$ cat config.mk
export PLATFORM = sky130hd
export DESIGN_NAME = crack_scheduler
export DESIGN_NICKNAME = d
export VERILOG_FILES = /design/src/rtl/crack_scheduler.sv
export SDC_FILE = /design/constraint.sdc
export NUM_CORES = 1
export LEC_CHECK = 0
export ABC_AREA = 1
export CORE_AREA = 2 2 271 273
export CTS_BUF_LIST = sky130_fd_sc_hd__clkbuf_4
export DETAILED_ROUTE_END_ITERATION = 10
export DIE_AREA = 0 0 273 275
export PLACE_DENSITY = 0.54
export SYNTH_ARGS = -nofsm -noshare
export SYNTH_HDL_FRONTEND = slang
export SYNTH_SLANG_ARGS = --single-unit
$ cat constraint.sdc
create_clock -name clk -period 4.1 [get_ports clk]
set_clock_uncertainty 0.05 [all_clocks]
set_input_delay 0.615 -clock clk [delete_from_list [all_inputs] [get_ports clk]]
set_output_delay 0.615 -clock clk [all_outputs]
set_load 0.01 [all_outputs]
$ cat src/rtl/crack_scheduler.sv
// crack_scheduler
//   Dispatcher for a pool of BCD MD5 crack workers. The 8-digit BCD password
//   space 00000000..END_BCD is cut into chunks of 10^CHUNK_DIGITS passwords.
//   Each idle worker receives one chunk: the scheduler loads its lower and
//   upper bounds and pulses its reset. The first hit stops every worker and
//   latches the password.
//
// Parameters
//   NUM_WORKERS   attached workers (1..16)
//   CHUNK_DIGITS  low BCD digits per chunk (1..7)
//   END_BCD       last password searched, BCD, inclusive
//
// Ports
//   clk, rst_n    clock, synchronous active-low reset
//   start         one-cycle pulse, accepted only when idle or done
//   hash_answer   target hash, sampled on an accepted start
//   wk_hash       registered target hash shared by all workers
//   wk_rst_n      per-worker synchronous active-low reset/restart
//   wk_lower      per-worker lower bound, worker k at [32k +: 32]
//   wk_upper      per-worker upper bound, worker k at [32k +: 32]
//   wk_answer     per-worker answer, worker k at [32k +: 32]
//   wk_found      per-worker answer_found
//   wk_done       per-worker done
//   answer        cracked password, valid when found = 1
//   found         password found
//   done          search finished (found or exhausted)
//   busy          search in progress
//
// Optional build macro
//   CRACK_SCHED_PROGRESS_EN  adds chunks_issued[23:0]: chunks handed out in
//                            the current search, saturating at all ones.
//
// States
//   state   | meaning
//   S_IDLE  | after reset; workers held in reset, waiting for start
//   S_RUN   | handing out chunks, one per cycle at most, watching for hits
//   S_DRAIN | password space exhausted; waiting for assigned workers to finish
//   S_DONE  | result latched, workers held in reset, waiting for start

module crack_scheduler #(
  parameter int          NUM_WORKERS  = 4,
  parameter int          CHUNK_DIGITS = 4,
  parameter logic [31:0] END_BCD      = 32'h99999999
) (
  input  logic                      clk,
  input  logic                      rst_n,
  input  logic                      start,
  input  logic [127:0]              hash_answer,
  output logic [127:0]              wk_hash,
  output logic [NUM_WORKERS-1:0]    wk_rst_n,
  output logic [32*NUM_WORKERS-1:0] wk_lower,
  output logic [32*NUM_WORKERS-1:0] wk_upper,
  input  logic [32*NUM_WORKERS-1:0] wk_answer,
  input  logic [NUM_WORKERS-1:0]    wk_found,
  input  logic [NUM_WORKERS-1:0]    wk_done,
  output logic [31:0]               answer,
  output logic                      found,
  output logic                      done,
  output logic                      busy
`ifdef CRACK_SCHED_PROGRESS_EN
  ,
  output logic [23:0]               chunks_issued
`endif
);

  typedef enum logic [1:0] {
    S_IDLE  = 2'd0,
    S_RUN   = 2'd1,
    S_DRAIN = 2'd2,
    S_DONE  = 2'd3
  } state_t;

  // Low CHUNK_DIGITS digits set to 9: OR-ing this into a chunk base gives the
  // last password of that chunk.
  function automatic logic [31:0] low_nines();
    logic [31:0] m;
    m = '0;
    for (int i = 0; i < 8; i++) begin
      if (i < CHUNK_DIGITS) m[4*i +: 4] = 4'h9;
    end
    return m;
  endfunction

  localparam logic [31:0] LOW_NINES = low_nines();

  // BCD increment of the digits above the chunk digits; bit 32 is the carry
  // out of digit 7.
  function automatic logic [32:0] bcd_advance(input logic [31:0] v);
    logic [31:0] r;
    logic        carry;
    r     = v;
    carry = 1'b1;
    for (int i = 0; i < 8; i++) begin
      if (i >= CHUNK_DIGITS && carry) begin
        if (r[4*i +: 4] == 4'h9) begin
          r[4*i +: 4] = 4'h0;
        end else begin
          r[4*i +: 4] = r[4*i +: 4] + 4'h1;
          carry       = 1'b0;
        end
      end
    end
    return {carry, r};
  endfunction

  state_t                            state_q, state_d;
  logic [127:0]                      wk_hash_q, wk_hash_d;
  logic [NUM_WORKERS-1:0]            wk_rst_n_q, wk_rst_n_d;
  logic [32*NUM_WORKERS-1:0]         wk_lower_q, wk_lower_d;
  logic [32*NUM_WORKERS-1:0]         wk_upper_q, wk_upper_d;
  logic [31:0]                       answer_q, answer_d;
  logic                              found_q, found_d;
  logic                              done_q, done_d;
  logic                              busy_q, busy_d;
  logic [31:0]                       next_lo_q, next_lo_d;
  logic                              exhausted_q, exhausted_d;
  logic [NUM_WORKERS-1:0]            assigned_q, assigned_d;
  logic [NUM_WORKERS-1:0][1:0]       holdoff_q, holdoff_d;
`ifdef CRACK_SCHED_PROGRESS_EN
  logic [23:0]                       chunks_q, chunks_d;
`endif

  logic                              hit_any;
  logic [31:0]                       hit_answer;
  logic                              elig_any;
  logic [NUM_WORKERS-1:0]            elig_sel;
  logic                              drained;
  logic [32:0]                       adv;
  logic [31:0]                       chunk_top;
  logic [31:0]                       chunk_hi;

  always_comb begin
    state_d     = state_q;
    wk_hash_d   = wk_hash_q;
    wk_rst_n_d  = wk_rst_n_q;
    wk_lower_d  = wk_lower_q;
    wk_upper_d  = wk_upper_q;
    answer_d    = answer_q;
    found_d     = found_q;
    done_d      = done_q;
    busy_d      = busy_q;
    next_lo_d   = next_lo_q;
    exhausted_d = exhausted_q;
    assigned_d  = assigned_q;
    holdoff_d   = holdoff_q;
`ifdef CRACK_SCHED_PROGRESS_EN
    chunks_d    = chunks_q;
`endif
    hit_any     = 1'b0;
    hit_answer  = '0;
    elig_any    = 1'b0;
    elig_sel    = '0;
    drained     = 1'b1;

    adv       = bcd_advance(next_lo_q);
    chunk_top = next_lo_q | LOW_NINES;
    chunk_hi  = (chunk_top > END_BCD) ? END_BCD : chunk_top;

    for (int k = 0; k < NUM_WORKERS; k++) begin
      if (holdoff_q[k] != 2'd0) holdoff_d[k] = holdoff_q[k] - 2'd1;

      // Lowest index wins for both the hit and the next assignment.
      if (!hit_any && holdoff_q[k] == 2'd0 && wk_done[k] && wk_found[k]) begin
        hit_any    = 1'b1;
        hit_answer = wk_answer[32*k +: 32];
      end
      if (!elig_any && holdoff_q[k] == 2'd0 &&
          (!assigned_q[k] || (wk_done[k] && !wk_found[k]))) begin
        elig_any    = 1'b1;
        elig_sel[k] = 1'b1;
      end
      if (assigned_q[k] && !(wk_done[k] && holdoff_q[k] == 2'd0)) drained = 1'b0;
    end

    case (state_q)
      S_IDLE, S_DONE: begin
        wk_rst_n_d = '0;
        if (start) begin
          state_d     = S_RUN;
          wk_hash_d   = hash_answer;
          next_lo_d   = '0;
          exhausted_d = 1'b0;
          assigned_d  = '0;
          holdoff_d   = '0;
          answer_d    = '0;
          found_d     = 1'b0;
          done_d      = 1'b0;
          busy_d      = 1'b1;
`ifdef CRACK_SCHED_PROGRESS_EN
          chunks_d    = '0;
`endif
        end
      end

      S_RUN, S_DRAIN: begin
        // Assigned workers run; unassigned ones stay in reset.
        wk_rst_n_d = assigned_q;
        if (hit_any) begin
          state_d    = S_DONE;
          answer_d   = hit_answer;
          found_d    = 1'b1;
          done_d     = 1'b1;
          busy_d     = 1'b0;
          wk_rst_n_d = '0;
        end else if (state_q == S_RUN) begin
          if (elig_any && !exhausted_q) begin
            for (int k = 0; k < NUM_WORKERS; k++) begin
              if (elig_sel[k]) begin
                wk_lower_d[32*k +: 32] = next_lo_q;
                wk_upper_d[32*k +: 32] = chunk_hi;
                wk_rst_n_d[k]          = 1'b0;
                holdoff_d[k]           = 2'd2;
                assigned_d[k]          = 1'b1;
              end
            end
`ifdef CRACK_SCHED_PROGRESS_EN
            if (chunks_q != '1) chunks_d = chunks_q + 24'd1;
`endif
            // next_lo is left untouched on exhaustion so it can never wrap.
            if (adv[32] || adv[31:0] > END_BCD) begin
              exhausted_d = 1'b1;
              state_d     = S_DRAIN;
            end else begin
              next_lo_d = adv[31:0];
            end
          end
        end else if (drained) begin
          state_d    = S_DONE;
          answer_d   = '0;
          found_d    = 1'b0;
          done_d     = 1'b1;
          busy_d     = 1'b0;
          wk_rst_n_d = '0;
        end
      end

      default: begin
        state_d = S_IDLE;
      end
    endcase
  end

  always_ff @(posedge clk) begin
    if (!rst_n) begin
      state_q     <= S_IDLE;
      wk_hash_q   <= '0;
      wk_rst_n_q  <= '0;
      wk_lower_q  <= '0;
      wk_upper_q  <= '0;
      answer_q    <= '0;
      found_q     <= 1'b0;
      done_q      <= 1'b0;
      busy_q      <= 1'b0;
      next_lo_q   <= '0;
      exhausted_q <= 1'b0;
      assigned_q  <= '0;
      holdoff_q   <= '0;
`ifdef CRACK_SCHED_PROGRESS_EN
      chunks_q    <= '0;
`endif
    end else begin
      state_q     <= state_d;
      wk_hash_q   <= wk_hash_d;
      wk_rst_n_q  <= wk_rst_n_d;
      wk_lower_q  <= wk_lower_d;
      wk_upper_q  <= wk_upper_d;
      answer_q    <= answer_d;
      found_q     <= found_d;
      done_q      <= done_d;
      busy_q      <= busy_d;
      next_lo_q   <= next_lo_d;
      exhausted_q <= exhausted_d;
      assigned_q  <= assigned_d;
      holdoff_q   <= holdoff_d;
`ifdef CRACK_SCHED_PROGRESS_EN
      chunks_q    <= chunks_d;
`endif
    end
  end

  assign wk_hash  = wk_hash_q;
  assign wk_rst_n = wk_rst_n_q;
  assign wk_lower = wk_lower_q;
  assign wk_upper = wk_upper_q;
  assign answer   = answer_q;
  assign found    = found_q;
  assign done     = done_q;
  assign busy     = busy_q;
`ifdef CRACK_SCHED_PROGRESS_EN
  assign chunks_issued = chunks_q;
`endif

endmodule
==> summary.txt, run 1 <==
Status
  – Status: complete, no violations

Clocking
  – TritonCTS clock tree: built
  – Hold_buf cts: 0
  – TritonCTS Sinks: roughly 330
  – Clock buffer depth: 3
  – Clk slew on worst S/H paths: ~0.070 ns
  – CTS HTree Levels: 3
  – # Post-CTS Setup Buffers: 0
  – Total CTS buffers: 95
  – Root Driver: clkbuf_4
  – Clock Latency Late Sink: between 0.8 and 0.9 ns
  – Post-cts resize count: 0

Pwr
  – P_leak: ~8.4 nW
  – Net Sw Power: a little under 4 mW
  – Clk pwr share: 28.9%
  – Net Sw Frac: 35.7%
  – Combinational share of power: 33.5%
  – Pint: 7.06 mW
  – Seq pwr share: 37.6%
  – Power Density: 503 nW/µm²
  – Peak VDD IR: 220 µV

STA
  – Post-layout minimum cycle time: 3.15 ns
  – Setup-failing EPs final: 0
  – Sum of negative setup slack: 0 ns
  – Max-slew violation count: 0
  – Final Cycle Share: 76.8%
  – Unrepaired setup endpoints after global routing: no
  – Slew @ Worst Pin: 1.09 ns
  – F_max: between 300 and 400 MHz
  – Max_slew headroom: 27.1%
  – Final Hold Fails: 0

Final layout
  – Fillers: between 7,000 and 8,000
  – Area grow syn2layout: 55.1%
  – Seq. cell area: between 6000 and 7000 µm²
  – Final core area utilization: a little under a third
  – Final net count: 2,720
  – Fraction of layout cells with a size suffix above 1: 9.31%
  – Multi-input logic area: roughly 5900 µm²

Critical path
  – R2R Path Start: next_lo_q[28]
  – CP Capture Type: flip-flop
  – Startpoint type of the worst setup path: flip-flop
  – Crit path DAT: 3.80 ns
  – Worst Path Required: roughly 4.8 ns
  – FF-to-FF setup slack: roughly 0.95 ns
  – R2r endpoint: wk_upper[61]
  – Critical setup path kind: flip-flop to flip-flop
  – Reg2Reg Depth: 9
  – Crit-path max FO: 15

Routing
  – DR pass1 iterations: 5
  – DRT iter0 DRCs: about 960
  – Avg WL per Cell: between 15 and 20 µm
  – ANT nets after route: 0
  – Drt total wl: a little under 60 mm
  – DRC violations left: 0
  – Mean number of vias per cell: 4.11
  – Vias: 14,300

Yosys
  – FFs w/ async S/R, synth: 0%
  – Syn Std Cell Area: approximately 14,000 µm²
  – Synth area leaders: dfxtp_1 48%, o21ai_0 11%, nor2_1 11%
  – Post-synth EDFFs: 0
  – Syn_area_per_cell: 7.47 µm²
  – Most frequent cells after synthesis: 394 x nor2_1, 334 x dfxtp_1, 312 x o21ai_0
  – Post-synthesis cell count: around 1,900
  – Synth Register Bits: about 330
  – Most numerous cell in the Yosys netlist: nor2_1
  – Synth Flop Type: dfxtp_1
  – YS warnings: 0
  – Largest area contributor in the netlist: dfxtp_1
  – Register area share after synthesis: ~48%
  – Number of distinct library cells after synthesis: 42
  – Yosys top cell area share: 47.5%

GRT
  – Initial antenna violation count: 9
  – Overflow after GRT: 0
  – Global-route usage over all layers: 14.4%
  – Largest net degree at the start of global routing: between 100 and 150
  – Number of global-route vias before repair: 13,000
  – First-pass GRT wire length: 82.4 mm

Run
  – Max-Cap Viols: 0

Placement
  – GP Congestion: 0.851
  – DP HPWL: 42.8 mm
  – IO Port Bufs: 625

Hold path
  – Hold Crit Endpoint: wk_lower[90]
  – Hold-critical path depth: 3
  – Worst Hold Launch: rst_n
  – Min-Delay Path Class: primary input to flip-flop

Die
  – Die H: 275 µm
  – # rows: 99
  – Core Footprint: just over 70,000 µm²
  – Die X: 273 µm
  – Starting density of the core: 19.4%
  – Die area: approximately 75,000 µm²
  – IO Pins: 690
stage by stage:
stage,instance area (µm²),power (mW),cells,hold slack [ns],worst slack (ns)
final,21800,11.0,3489,0.201,0.951
after global routing,21800,11.7,3488,0.104,0.663
after CTS,21800,11.2,3482,0.0753,0.986
after detailed placement,20600,7.91,3313,0.384,0.654
after global placement,20600,7.90,3313,0.376,0.706
after floorplan,14300,5.99,1946,0.363,1.93
worst max path at each step:
stage | startpoint | endpoint | slack [ns] | depth (start not counted)
after floorplan | wk_found[0] | next_lo_q[27] | 1.93 | 12
after global placement | wk_done[1] | wk_upper[54] | 0.71 | 13
after detailed placement | wk_done[1] | wk_upper[51] | 0.65 | 13
after CTS | next_lo_q[28] | wk_upper[61] | 0.99 | 9
after global routing | next_lo_q[28] | wk_upper[61] | 0.66 | 9
final | next_lo_q[28] | wk_upper[61] | 0.95 | 9
flip-flops by register name, summed over array words and instances (netlist names):
name,count
answer,32
assigned_q,4
busy,1
done,1
exhausted_q,1
found,1
holdoff_q,8
next_lo_q,16
state_q,2
wk_hash,128
wk_lower,64
wk_rst_n,4
wk_upper,72
power by group through the flow:
| stage | Combinational, mW | Clock [mW] | Sequential, mW |
|---|---|---|---|
| floorplan | 1.59 | 0 | 4.40 |
| global placement | 3.72 | 0 | 4.18 |
| detailed placement | 3.71 | 0 | 4.20 |
| CTS | 3.72 | 3.33 | 4.13 |
| global route | 4.03 | 3.51 | 4.19 |
| finish | 3.68 | 3.17 | 4.13 |
layout make-up:
type,instances,share of cell area (%)
Antenna cell,7,0.0803
Clock buffer,143,4.92
Clock inverter,26,0.757
Inverter,68,1.18
Multi-Input combinational cell,1303,27.2
Sequential cell,334,30.7
Tap cell,959,5.50
Timing Repair Buffer,649,29.7
critical path, cell delays in order, from the launching register on:
cell	delay, ns
dfxtp_1	0.52
inv_1	0.25
nor2_1	0.23
nand2_1	0.13
nor2_1	0.15
o21ai_0	0.09
a22oi_1	0.83
nor2_1	0.42
nor2_1	0.29
nor2_1	0.07
layout by cell type, fill, tap and decap left out, drive strengths merged:
master and n:
clkdlybuf4s50 624, nor2 403, dfxtp 334, o21ai 317
nand2 219, a21oi 183, clkbuf 143, nand3 74
inv 69, conb 64, buf 25, clkinv 25
nand4 15, o211ai 9, diode 7, nor3 5
or2 2, ha 2, nor4 1, a311oi 1
a41oi 1, a22oi 1, o21a 1, nand3b 1
xor2 1, a31oi 1, a211oi 1, and2 1
routing by layer:
metal	vias up	routed length, µm	part of all wire (%)	track usage [%]
li1	7203	-	-	-
met4	2	1050	1.8	4.64
met1	6527	25200	43	18.1
met5	-	7	0.012	0
met3	83	4430	7.5	4.23
met2	532	28000	48	23.7
logic make-up after synthesis:
kind of cell,after synthesis,synth area share [%]
fa+ha+maj,2,0.178
compound gates,515,18.8
xor+xnor,1,0.0623
buf+inv,309,12.1
simple gates,721,21.3
other cells,1,0.0267
flops,334,47.5
Power figures use the tool's default switching activity.
==> run 2, diff against run 1 <==
--- a/config.mk
+++ b/config.mk
@@ -6,11 +6,11 @@
 export NUM_CORES = 1
 export LEC_CHECK = 0
 export ABC_AREA = 1
-export CORE_AREA = 2 2 271 273
+export CORE_AREA = 2 2 272 274
 export CTS_BUF_LIST = sky130_fd_sc_hd__clkbuf_4
 export DETAILED_ROUTE_END_ITERATION = 10
-export DIE_AREA = 0 0 273 275
-export PLACE_DENSITY = 0.54
+export DIE_AREA = 0 0 274 276
+export PLACE_DENSITY = 0.53
 export SYNTH_ARGS = -nofsm -noshare
 export SYNTH_HDL_FRONTEND = slang
 export SYNTH_SLANG_ARGS = --single-unit
==> constraint.sdc (replaced) <==
create_clock -name clk -period 3.1 [get_ports clk]
set_clock_uncertainty 0.05 [all_clocks]
set_input_delay 0.465 -clock clk [delete_from_list [all_inputs] [get_ports clk]]
set_output_delay 0.465 -clock clk [all_outputs]
set_load 0.01 [all_outputs]
==> run 2 against run 1 <==
Total power grew 32%. Register-to-register slack lost 0.41 ns. Via count increased by 1.5%. Global-route usage rose by 0.69 points. Setup slack lost 0.53 ns. Highest routed layer is now met4.
==> summary.txt, run 2 (synthesized netlist as in run 1, its figures left out) <==
STA
  – Hold WS: 0.223 ns (+0.0211 ns)
  – Setup-failing EPs final: 0 (unchanged)
  – Worst Slack Setup Final: 0.420 ns (-0.530 ns)
  – Max_slew headroom: 50.6% (+24 points)
  – F_max: approximately 370 MHz
  – Final Cycle Share: a little under 90%
  – Final Hold Fails: 0 (unchanged)
  – Max-slew violation count: 0 (unchanged)
  – Unrepaired setup endpoints after global routing: no
  – Slew @ Worst Pin: 0.741 ns (-0.353 ns)
  – Sum of negative setup slack: 0 ns (unchanged)
  – Post-layout minimum cycle time: 2.68 ns

Clocking
  – TritonCTS clock tree: built
  – Post-cts resize count: 0 (unchanged)
  – Clock buffer depth: 3 (unchanged)
  – CTS HTree Levels: 3 (unchanged)
  – Clk slew on worst S/H paths: 0.07 ns (about the same)
  – Total CTS buffers: 98 (+3.2%)
  – Root Driver: clkbuf_4
  – TritonCTS Sinks: 334 (unchanged)
  – # Post-CTS Setup Buffers: 0 (unchanged)
  – Hold_buf cts: 1 (+1)
  – Clock Latency Late Sink: 0.81 ns (-0.05 ns)

Pwr
  – Power Density: 657 nW/µm² (+31%)
  – P_leak: 8.57 nW (+2.2%)
  – Peak VDD IR: 334 µV (+52%)

Die
  – Starting density of the core: 19.4% (-0.066 points)
  – Die H: 276 µm (+0.36%)
  – Die area: 75,600 µm² (+0.73%)
  – Core Footprint: 72,600 µm² (+0.34%)
  – # rows: 99 (unchanged)
  – Die X: 274 µm (+0.37%)
  – IO Pins: 690 (unchanged)

Critical path
  – Startpoint type of the worst setup path: flip-flop
  – Crit-path max FO: 6 (-9)
  – Crit path DAT: 2.16 ns (-1.64 ns)
  – CP Capture Type: primary output
  – Worst Path Required: 2.58 ns (-2.17 ns)
  – Critical setup path kind: flip-flop to primary output

Final layout
  – Post-route cell area: 22,100 µm² (+1.5%)
  – Most frequent cells in the layout: 624 x clkdlybuf4s50_1, 392 x nor2_1, 334 x dfxtp_1
  – Most common cell after layout, fill and taps aside: clkdlybuf4s50_1
  – Fillers: 7,985 (+1.6%)
  – Area grow syn2layout: 57.4%
  – Fraction of layout cells with a size suffix above 1: 10.3% (+0.96 points)
  – Final net count: 2,757 (+1.4%)
  – Layout Cells excl Fill: 3,514 (+0.72%)
  – Max FFs per register: 128 (unchanged)

Placement
  – IO Port Bufs: 625 (unchanged)
  – Placed Cells: 3,346 (+1.0%)
  – Pre-CTS setup slack: 0.150 ns (-0.504 ns)
  – Post-Place Cell Area: 21,000 µm² (+2.0%)
  – GP Congestion: 0.867 (+1.9%)
  – DP HPWL: 45.0 mm (+5.1%)

GRT
  – Global-route usage over all layers: 15.1% (+0.69 points)
  – Initial antenna violation count: 3 (-6)
  – Number of global-route vias before repair: 13,700 (+6.0%)
  – Largest net degree at the start of global routing: 138 (+7.8%)
  – First-pass GRT wire length: 87.4 mm (+6.1%)
  – Overflow after GRT: 0 (unchanged)

Routing
  – Avg WL per Cell: 17.2 µm (+2.0%)
  – DRT iter0 DRCs: 768 (-20%)
  – DR pass1 iterations: 5 (unchanged)
  – Mean number of vias per cell: 4.14 (+0.76%)
  – ANT nets after route: 0 (unchanged)
  – Vias: 14,600 (+1.5%)
  – Drt total wl: 60.3 mm (+2.8%)
  – DRC violations left: 0 (unchanged)

Run
  – Max-Cap Viols: 0 (unchanged)

Status
  – Status: complete, no violations

Hold path
  – Min-Delay Path Class: primary input to flip-flop
-- run 2: critical path, cell delays in order, from the launching register on --
cell,delay (ns)
dfxtp_1,0.50
buf_4,0.26
clkdlybuf4s50_1,0.57
-- run 2: worst paths after layout --
kind                    from       endpoint  slack, ns  cells past startpoint
min reg2reg     holdoff_q[6]   holdoff_q[6]       0.39                      1
max reg2reg    next_lo_q[16]  next_lo_q[19]       0.54                     13
max             wk_upper[47]   wk_upper[39]       0.42                      2
min          hash_answer[66]    wk_hash[66]       0.22                      3
-- run 2: layout make-up --
type,count,area [µm²],area share (%)
repair buffers,683,6900,31.2
clock inverters,27,125,0.565
flip-flops and latches,334,6690,30.2
diodes,4,10.0,0.0452
well taps,959,1200,5.42
clock buffers,136,1020,4.61
inverters,68,256,1.16
multi-input cells,1303,5940,26.8
-- run 2: layer usage --
layer	GRT usage, %	wire (µm)	vias to the layer above
li1	-	-	7270
met4	5.00	1420	0
met3	4.33	4400	91
met1	18.3	25600	6683
met5	0	0	-
met2	25.4	28900	516
-- run 2: report_power, final --
group	switching, mW	internal (mW)	total, mW
Clock	1.96	2.01	3.97
Combinational	2.78	2.33	5.12
Sequential	0.416	5.03	5.45
-- run 2: metrics by stage --
stage	utilization (%)	power (mW)
floorplan	-	7.92
global placement	28.9	10.7
detailed placement	28.9	10.7
CTS	30.5	14.8
global route	30.5	15.5
finish	30.5	14.5
